`src/rtl/xas_pkg.sv`:
```
// rtl/xas_pkg.sv - shared types, defaults and helpers for the xor_and_scheduler slice
package xas_pkg;

   typedef enum logic {
      IDLE = 1'b0,
      HOLD = 1'b1
   } xas_state_t;

   localparam int NREQ_DEF = 4;
   localparam int W_DEF    = 4;
   localparam int CNTW_DEF = 16;

   function automatic int clog2(input int n);
      int r;
      r = 0;
      while ((1 << r) < n) r++;
      return r;
   endfunction

endpackage

```
`src/rtl/rr_arbiter.sv`:
```
// rtl/rr_arbiter.sv - combinational round-robin arbiter
// Searches ptr, ptr+1, ... modulo NREQ and grants the first active request.
module rr_arbiter
   import xas_pkg::*;
#(
   parameter int NREQ = NREQ_DEF,
   parameter int IDW  = clog2(NREQ_DEF)
) (
   input  logic [NREQ-1:0] req,
   input  logic [IDW-1:0]  ptr,
   input  logic            en,
   output logic [NREQ-1:0] gnt,
   output logic [IDW-1:0]  idx
);

   logic [IDW:0]   w_sum;
   logic [IDW-1:0] w_cand;
   logic           w_found;

   always_comb begin
      gnt     = '0;
      idx     = '0;
      w_sum   = '0;
      w_cand  = '0;
      w_found = 1'b0;
      for (int k = 0; k < NREQ; k++) begin
         // ptr is always below NREQ, so one wrap subtraction is enough
         w_sum = {1'b0, ptr} + (IDW+1)'(k);
         if (w_sum >= (IDW+1)'(NREQ)) w_sum = w_sum - (IDW+1)'(NREQ);
         w_cand = w_sum[IDW-1:0];
         if (en && !w_found && req[w_cand]) begin
            w_found     = 1'b1;
            gnt[w_cand] = 1'b1;
            idx         = w_cand;
         end
      end
   end

endmodule

```
`src/rtl/xor_and_scheduler.sv`:
```
// rtl/xor_and_scheduler.sv - round-robin sharing of one registered (A^B)&C stage
// Holds one result until accepted; a new grant may replace it in the accept cycle.
module xor_and_scheduler
   import xas_pkg::*;
#(
   parameter int NREQ = NREQ_DEF,
   parameter int W    = W_DEF,
   parameter int IDW  = clog2(NREQ_DEF),
   parameter int CNTW = CNTW_DEF
) (
   input  logic              clk,
   input  logic              reset,
   input  logic [NREQ-1:0]   req_valid,
   output logic [NREQ-1:0]   req_ready,
   input  logic [NREQ*W-1:0] req_a,
   input  logic [NREQ*W-1:0] req_b,
   input  logic [NREQ*W-1:0] req_c,
   output logic              rsp_valid,
   input  logic              rsp_ready,
   output logic [IDW-1:0]    rsp_id,
   output logic [W-1:0]      rsp_a,
   output logic [W-1:0]      rsp_b,
   output logic [W-1:0]      rsp_and,
   output logic [CNTW-1:0]   ops_done
);

   xas_state_t      r_state;
   logic [IDW-1:0]  r_ptr;
   logic [IDW-1:0]  r_id;
   logic [W-1:0]    r_a;
   logic [W-1:0]    r_b;
   logic [W-1:0]    r_and;
   logic [CNTW-1:0] r_ops;

   logic            w_can_issue;
   logic            w_fire;
   logic            w_accept;
   logic [NREQ-1:0] w_gnt;
   logic [IDW-1:0]  w_idx;
   logic [W-1:0]    w_a;
   logic [W-1:0]    w_b;
   logic [W-1:0]    w_c;
   logic [IDW:0]    w_ptr_inc;
   logic [IDW-1:0]  w_ptr_nxt;

   // Reset gates the arbiter so no requester sees ready while reset is high
   assign w_can_issue = !reset && ((r_state == IDLE) || (r_state == HOLD && rsp_ready));
   assign w_accept    = (r_state == HOLD) && rsp_ready;

   rr_arbiter #(
      .NREQ (NREQ),
      .IDW  (IDW)
   ) u_arb (
      .req (req_valid),
      .ptr (r_ptr),
      .en  (w_can_issue),
      .gnt (w_gnt),
      .idx (w_idx)
   );

   assign w_fire = |w_gnt;
   assign w_a    = req_a[w_idx*W +: W];
   assign w_b    = req_b[w_idx*W +: W];
   assign w_c    = req_c[w_idx*W +: W];

   assign w_ptr_inc = {1'b0, w_idx} + (IDW+1)'(1);
   assign w_ptr_nxt = (w_ptr_inc >= (IDW+1)'(NREQ)) ? '0 : w_ptr_inc[IDW-1:0];

   always_ff @(posedge clk) begin
      if (reset) begin
         r_state <= IDLE;
         r_ptr   <= '0;
         r_id    <= '0;
         r_a     <= '0;
         r_b     <= '0;
         r_and   <= '0;
         r_ops   <= '0;
      end else begin
         if (w_fire) begin
            r_id    <= w_idx;
            r_a     <= w_a;
            r_b     <= w_b;
            r_and   <= (w_a ^ w_b) & w_c;
            r_ptr   <= w_ptr_nxt;
            r_state <= HOLD;
         end else if (w_accept) begin
            r_state <= IDLE;
         end
         if (w_accept && (r_ops != {CNTW{1'b1}})) begin
            r_ops <= r_ops + CNTW'(1);
         end
      end
   end

   assign req_ready = w_gnt;
   assign rsp_valid = (r_state == HOLD);
   assign rsp_id    = r_id;
   assign rsp_a     = r_a;
   assign rsp_b     = r_b;
   assign rsp_and   = r_and;
   assign ops_done  = r_ops;

endmodule

```
`config.mk`:
```
export PLATFORM = sky130hd
export DESIGN_NAME = xor_and_scheduler
export DESIGN_NICKNAME = d
export VERILOG_FILES = /design/src/rtl/xas_pkg.sv /design/src/rtl/rr_arbiter.sv /design/src/rtl/xor_and_scheduler.sv
export SDC_FILE = /design/constraint.sdc
export NUM_CORES = 1
export LEC_CHECK = 0
export ABC_AREA = 1
export BUFFER_PORTS_ARGS = -buffer_cell sky130_fd_sc_hd__buf_2
export CORE_MARGIN = 2
export CORE_UTILIZATION = 50
export DETAILED_ROUTE_END_ITERATION = 7
export HOLD_SLACK_MARGIN = 0.03
export PLACE_DENSITY = 0.8
export SLEW_MARGIN = 10
export SYNTH_ARGS = -nofsm -noshare
export SYNTH_HDL_FRONTEND = slang
export SYNTH_SLANG_ARGS = --single-unit
```
`constraint.sdc`:
```
create_clock -name clk -period 4.76 [get_ports clk]
set_input_delay 0.476 -clock clk [delete_from_list [all_inputs] [get_ports clk]]
set_output_delay 0.476 -clock clk [all_outputs]
set_load 0.005 [all_outputs]
```
* Word level (Yosys, flattened, before mapping)
Index checks and enable logic that the tools add are counted.
Operators by class: add/sub/neg operators 9, magnitude comparators 13, eq/ne operators 1, shift operators 3, multiplexer cells 34, bitwise gates (word level) 6, reductions and logical operators 21
Operators with widths (count):
- $shiftx A16 B5 Y4 | 3
- $mux W2 | 9
- $add A16 B1 Y16 const B | 1
- $mux W4 | 4
- $ne A16 B16 Y1 const B | 1
- $logic_and A1 B1 Y1 | 14
- $mux W1 | 13
- $ge A3 B3 Y1 const B | 4
- $lt A2 B3 Y1 const B | 4
- $or A4 B4 Y4 | 3
- $bmux W1 S2 | 4
- $demux W1 S2 | 4
- $ge A2 B1 Y1 const B | 4
- $sub A2 B1 Y2 const B | 4
- $add A2 B1 Y3 const B | 2
- $add A2 B2 Y3 const B | 2
- $and A4 B4 Y4 | 1
- $logic_not A1 Y1 | 4
- $reduce_or A4 Y1 | 1
- $xor A4 B4 Y4 | 1
- $ge A2 B3 Y1 const B | 1
- $reduce_bool A2 Y1 | 1
- $logic_or A1 B1 Y1 | 1
- $not A1 Y1 | 1
Word-level totals: flip-flop bits (word level) 33, output and inout port bits 35, logic and storage cells 94

* Depth between registers and ports, before layout
word-level depth 21, gate-level depth with buffers 18, depth with buffers taken out 17

* Modules after synthesis
A second synthesis with hierarchy kept.
Unflattened totals: cell total of the unflattened synthesis 420, area total of the unflattened synthesis 2553.7 um2
By module, submodules not included:
- xor_and_scheduler | instances 1, cells an instance 338, area each 2048.2 um2
- rr_arbiter | instances 1, cells an instance 82, area each 505.5 um2

* Least setup slack after synthesis
OpenSTA, ideal clock, no wires.
kind register to register, start point reg r_ptr[0], end point reg r_and[0] (netlist: rsp_and[0]), arrival time 2211 ps, setup slack 2416 ps, stages on the path, launching flop included 18, buffers on the path 1, cells stage by stage dfxtp_1 -> inv_2 -> ha_1 -> inv_1 -> nand3_1 -> nand2_2 -> nand3_4 -> nor2_4 -> nor2_2 -> nand2_4 -> buf_2 -> nand3_1 -> nand2_1 -> nand2_1 -> nand2_1 -> nand2_1 -> nand3_1 -> a21oi_1
Between the ends: cells in the longest elaborated chain, start to end 21, elaborated cells on any way between the ends 73, those cells by class add/sub (7); order compare (12); shift (3); mux (31); bitwise (5); reduce/logical (15)
Ends and longest elaborated chain:
- start: declaration | line xor_and_scheduler.sv:28 | logic [IDW-1:0] r_ptr;
- start signal: assignment | line xor_and_scheduler.sv:84 | r_ptr <= w_ptr_nxt;
- $ge A2 B3 Y1 or $sub A2 B1 Y2 (tied branches) | line rr_arbiter.sv:29 | if (w_sum >= (IDW+1)'(NREQ)) w_sum = w_sum - (IDW+1)'(NREQ);
- $mux W2 | line rr_arbiter.sv:29
- $bmux W1 S2 | line rr_arbiter.sv:31 | if (en && !w_found && req[w_cand]) begin
- $mux W1 (not written as such) | line rr_arbiter.sv:31
- $logic_and A1 B1 Y1 | line rr_arbiter.sv:31
- $mux W1 | line rr_arbiter.sv:31
- $logic_not A1 Y1 | line rr_arbiter.sv:31
- $logic_and A1 B1 Y1 (2 in series) | line rr_arbiter.sv:31
- (+2 left out)
- $logic_and A1 B1 Y1 (2 in series) | line rr_arbiter.sv:31
- $mux W1 | line rr_arbiter.sv:31
- $logic_not A1 Y1 | line rr_arbiter.sv:31
- $logic_and A1 B1 Y1 (2 in series) | line rr_arbiter.sv:31
- $mux W2 | line rr_arbiter.sv:31
- $shiftx A16 B5 Y4 (on tied branches) | line xor_and_scheduler.sv:62, xor_and_scheduler.sv:63
- $xor A4 B4 Y4 | line xor_and_scheduler.sv:83 | r_and <= (w_a ^ w_b) & w_c;
- $and A4 B4 Y4 | line xor_and_scheduler.sv:83
- end signal: assignment | line xor_and_scheduler.sv:83
- end: declaration | line xor_and_scheduler.sv:32 | logic [W-1:0] r_and;
Several ways; a longest one is shown, not always the timed one. The select of a mux whose other input is x is not followed. A chain may end at the register's enable or synchronous reset.

* Final worst setup path
start point reg r_ptr[0], end point reg r_and[3] (netlist: rsp_and[3])
The elaborated chain is that of the path after synthesis.

==> results.txt <==
The maximum ir drop on the vdd rail came out at 0.282 mV. The global-route wire length before repair was 10.9 mm; the flop and latch count out of synthesis was 33. The fraction of the cycle the final worst path needs is 0.672. The proportion of synthesized chip area in sequential cells was 0.264. During I/O placement, the number of pins put on the boundary was 90. The width of the chip works out to 74.8 µm.

The global router's overall resource usage was 0.246; the post-layout net count was 564. Net switching power: 905 µW. The tools report the power consumption as 1.70 mW. The run gives 1.56 ns as the register-to-register setup slack. Summed over all layers, the global routing overflow is 0. The proportion of power drawn by the clock network was 0.123. The number of antenna repair diodes was 0. The floorplan step defined a core boundary enclosing 4790 µm². For the total count of max-transition violations in the final report, the log shows 0. Via count: 2847. Cell with the biggest individual delay on the critical path: dfxtp_1. For the worst setup path, the data required time is 4.93 ns.

The tools report the cell area after synthesis as 2510 µm². Data on the critical path arrives at its endpoint at 3.36 ns. The per-cell via count in the routed design works out to 5.01. The highest cell delay on the worst timing path came out at 0.49 ns. The min-delay analysis places its worst path in the category flip-flop to flip-flop.

The logs give 0 for the total of max-cap violations and 0.00625 ns for the worst-case clock skew. After detailed routing, the met2 layer carries 3.11 mm of wire. The initialized floorplan defines 25 standard-cell rows.

In the layout the commonest cells are nand2_1, buf_2, nand3_1, inv_1, dfxtp_1. The tools report the nature of the critical path startpoint as a flip-flop. Entering global routing, the biggest net connects 27 pins. The detailed router put a total of 2.98 mm of wire on met1.

Together, buffers and inverters on the worst path number 3. For the worst slew slack as a fraction of its limit, the log shows 0.584. Dominant delay contributor by cell family on the critical path: simple AND/OR/NAND/NOR gates. Along the worst hold path, the cell count comes to 2. The detail route stage leaves a number of antenna-violating nets equal to 0. For this design, the sink count on the clock tree is 33.

The number of enable-type register cells in the synthesized netlist was 0. The flow ran to the end, and the final reports show no timing, DRC or antenna violations. The gate count after technology mapping is 419.

The post-cts resize count is 0. From synthesis to final layout, the design area changed by 20.7%. At the pin with the least slew margin, the transition time is 0.622 ns. After clock tree synthesis, the setup repair step added 0 buffers.

In this run the critical register-to-register path is launched from r_ptr[0]$_SDFFE_PP0P_. After detailed routing, the met3 layer carries 318 µm of wire. The buffer cell driving the clock tree root is clkbuf_8. The proportion of register bits with asynchronous set or reset after synthesis was 0.

Setup repair after global routing left no endpoint under its margin. The clock passes through at most 2 buffers. The switching share of power is 0.532, and the full die area is 5590 µm². The clock transition at the registers of the reported paths works out to 0.07 ns. Counting every net in the synthesized netlist gives 483. In this run the vertical extent of the chip is 74.8 µm. Detailed placement ended at an HPWL of 5.02 mm.

The category of the most critical setup path was flip-flop to flip-flop. Buffers placed on the I/O ports in this run total 89. Counting distinct cell types in the post-synthesis netlist gives 30.

Final number of hold-violating endpoints: 0. For this run, the leading register cell type out of synthesis is dfxtp_1. TritonCTS built the clock tree. Summed over all layers, the routed wires come to 6.55 mm. The highest metal layer carrying signal wires in the routed design is met4. Endpoint of the most critical register-to-register path: rsp_and[3]$_SDFFE_PP0P_. The detailed router finished its first iteration with 113 violations.

The tools report the weighted congestion at the end of routability-driven global placement as 0.876. For this run, design rule violations remaining after detail routing come to 0. In this run the worst path has a maximum fanout of 21. The worst hold path begins at rsp_id[1]$_SDFFE_PP0P_.

The peak clock frequency supported by timing was 313 MHz. The insertion delay of the later-clocked pin in the worst-skew pair was 0.28 ns; the total of warnings raised by yosys was 0. Dividing the detail-routed wire length by the instance count gives 11.5 µm. A synthesized cell averages 5.98 µm². The most common cell type on the critical path was nand2_1. For the final routed database, the setup TNS stands at 0 ns. The internal power came out at 796 µW. The worst setup path is captured at a flip-flop.

The H-tree was split into 2 levels. Measured in cells, the most critical reg-to-reg path has a length of 16. For the via count of the first global-routing pass, the log shows 2575.

For the number of antenna violations at the first check in global routing, the log shows 0. Walking the worst path, the cells encountered are inv_2 > ha_1 > inv_1 > nand3_1 > nand2_2 > nand3_4 > nor2_4 > nor2_1 > nand2_1 > nand2_1 > inv_2 > nand3_1 > nand2_1 > nand2_1 > nand3_1 > a21oi_1. The minimum clock period works out to 3.20 ns.

The critical path starts at r_ptr[0]$_SDFFE_PP0P_. Combinational share of power: 0.656. The initial core utilization is 0.524, and the number of iterations in the first detailed-routing pass is 5. The power density relative to cell area is 562 nW/µm².

The share of post-route cells with drive strength above 1 is 0.232, and the number of buffers created by CTS is 5. The total of endpoints with negative setup slack in the final report was 0. Hold repair after CTS inserted 0 buffers. The reported leakage power is 1.65 nW. The fraction of power consumed by sequential logic came out at 0.221.

Leaving out fill and tap cells, the most frequent cell in the layout is nand2_1. Destination of the worst hold path: rsp_id[1]$_SDFFE_PP0P_.
==> tightest hold or removal path: cells and delay by family (launching register included) <==
kind / cells / cell delay (ns)
simple gates: 1 / 0.06
flops: 1 / 0.31
compound gates: 1 / 0.05
==> stage by stage <==
step | setup WS [ns] | utilization | hold slack (ns) | cell area (µm²) | instances
after global routing | 1.24 | 0.632 | 0.503 | 3030 | 568
after detailed placement | 1.61 | 0.614 | 0.453 | 2940 | 560
after CTS | 1.62 | 0.632 | 0.463 | 3030 | 568
final | 1.56 | 0.632 | 0.461 | 3030 | 568
after floorplan | 2.42 | - | 0.461 | 2510 | 419
after global placement | 1.74 | 0.614 | 0.459 | 2940 | 560
==> layer usage <==
layer  global-route usage  vias up
met2                0.426       83
met5                    0        -
li1                     -     1511
met1                0.313     1238
met3               0.0442       15
met4               0.0754        0
==> worst max-delay path by stage <==
stage	endpoint	slack, ns	cells after the start
5_1_grt	rsp_and[3]$_SDFFE_PP0P_	1.24	16
4_1_cts	rsp_and[3]$_SDFFE_PP0P_	1.62	16
3_3_place_gp	rsp_and[3]$_SDFFE_PP0P_	1.74	16
3_5_place_dp	rsp_and[3]$_SDFFE_PP0P_	1.61	16
2_1_floorplan	rsp_and[0]$_SDFFE_PP0P_	2.42	17
6_report	rsp_and[3]$_SDFFE_PP0P_	1.56	16
==> cell families after synthesis <==
logic type,count (synthesis),share of synthesized area
buffers and inverters,59,0.104
adders and majority gates,9,0.0449
xor gates and xnor gates,2,0.00699
and+or+nand+nor,261,0.462
AOI/OAI and AO/OA,55,0.118
DFF,33,0.264
==> flip-flops by register name (all words and copies together) (netlist names) <==
name and flops:
rsp_id 2, rsp_a 4, ops_done 16, rsp_valid 1, rsp_b 4, r_ptr 2
rsp_and 4
==> cell usage after synthesis (2+ instances only) <==
| library cell | number | area [µm²] |
|---|---|---|
| nor2_2 | 4 | 25.0 |
| ha_1 | 9 | 113 |
| nand2_1 | 150 | 563 |
| buf_2 | 5 | 25.0 |
| buf_1 | 2 | 7.51 |
| a211oi_1 | 2 | 15.0 |
| nand4_1 | 4 | 25.0 |
| a21oi_1 | 31 | 155 |
| nand3b_1 | 8 | 60.1 |
| nor3_1 | 3 | 15.0 |
| nand2_2 | 6 | 37.5 |
| clkbuf_1 | 2 | 7.51 |
| nand2_4 | 2 | 22.5 |
| buf_6 | 3 | 33.8 |
| dfxtp_1 | 33 | 661 |
| inv_1 | 41 | 154 |
| buf_4 | 3 | 22.5 |
| nor2_1 | 24 | 90.1 |
| xor2_1 | 2 | 17.5 |
| inv_2 | 3 | 11.3 |
| nand3_1 | 57 | 285 |
| o21ai_0 | 17 | 85.1 |
==> power by group through the flow <==
stage | Clock [mW] | Combinational, mW | Sequential [mW]
final | 0.209 | 1.12 | 0.376
after global routing | 0.226 | 1.28 | 0.383
after CTS | 0.214 | 1.11 | 0.375
after detailed placement | 0 | 1.10 | 0.380
after global placement | 0 | 1.08 | 0.380
after floorplan | 0 | 0.920 | 0.377
==> layout make-up <==
class                   count  area, µm²
repair buffers             89        445
clock buffers               5       68.8
fillers                   481       1760
clock inverters             3       17.5
well taps                  67       83.8
flip-flops and latches     33        661
inverters                  44        165
multi-input cells         327       1580
Note: power is estimated with default switching activity, not from simulation.
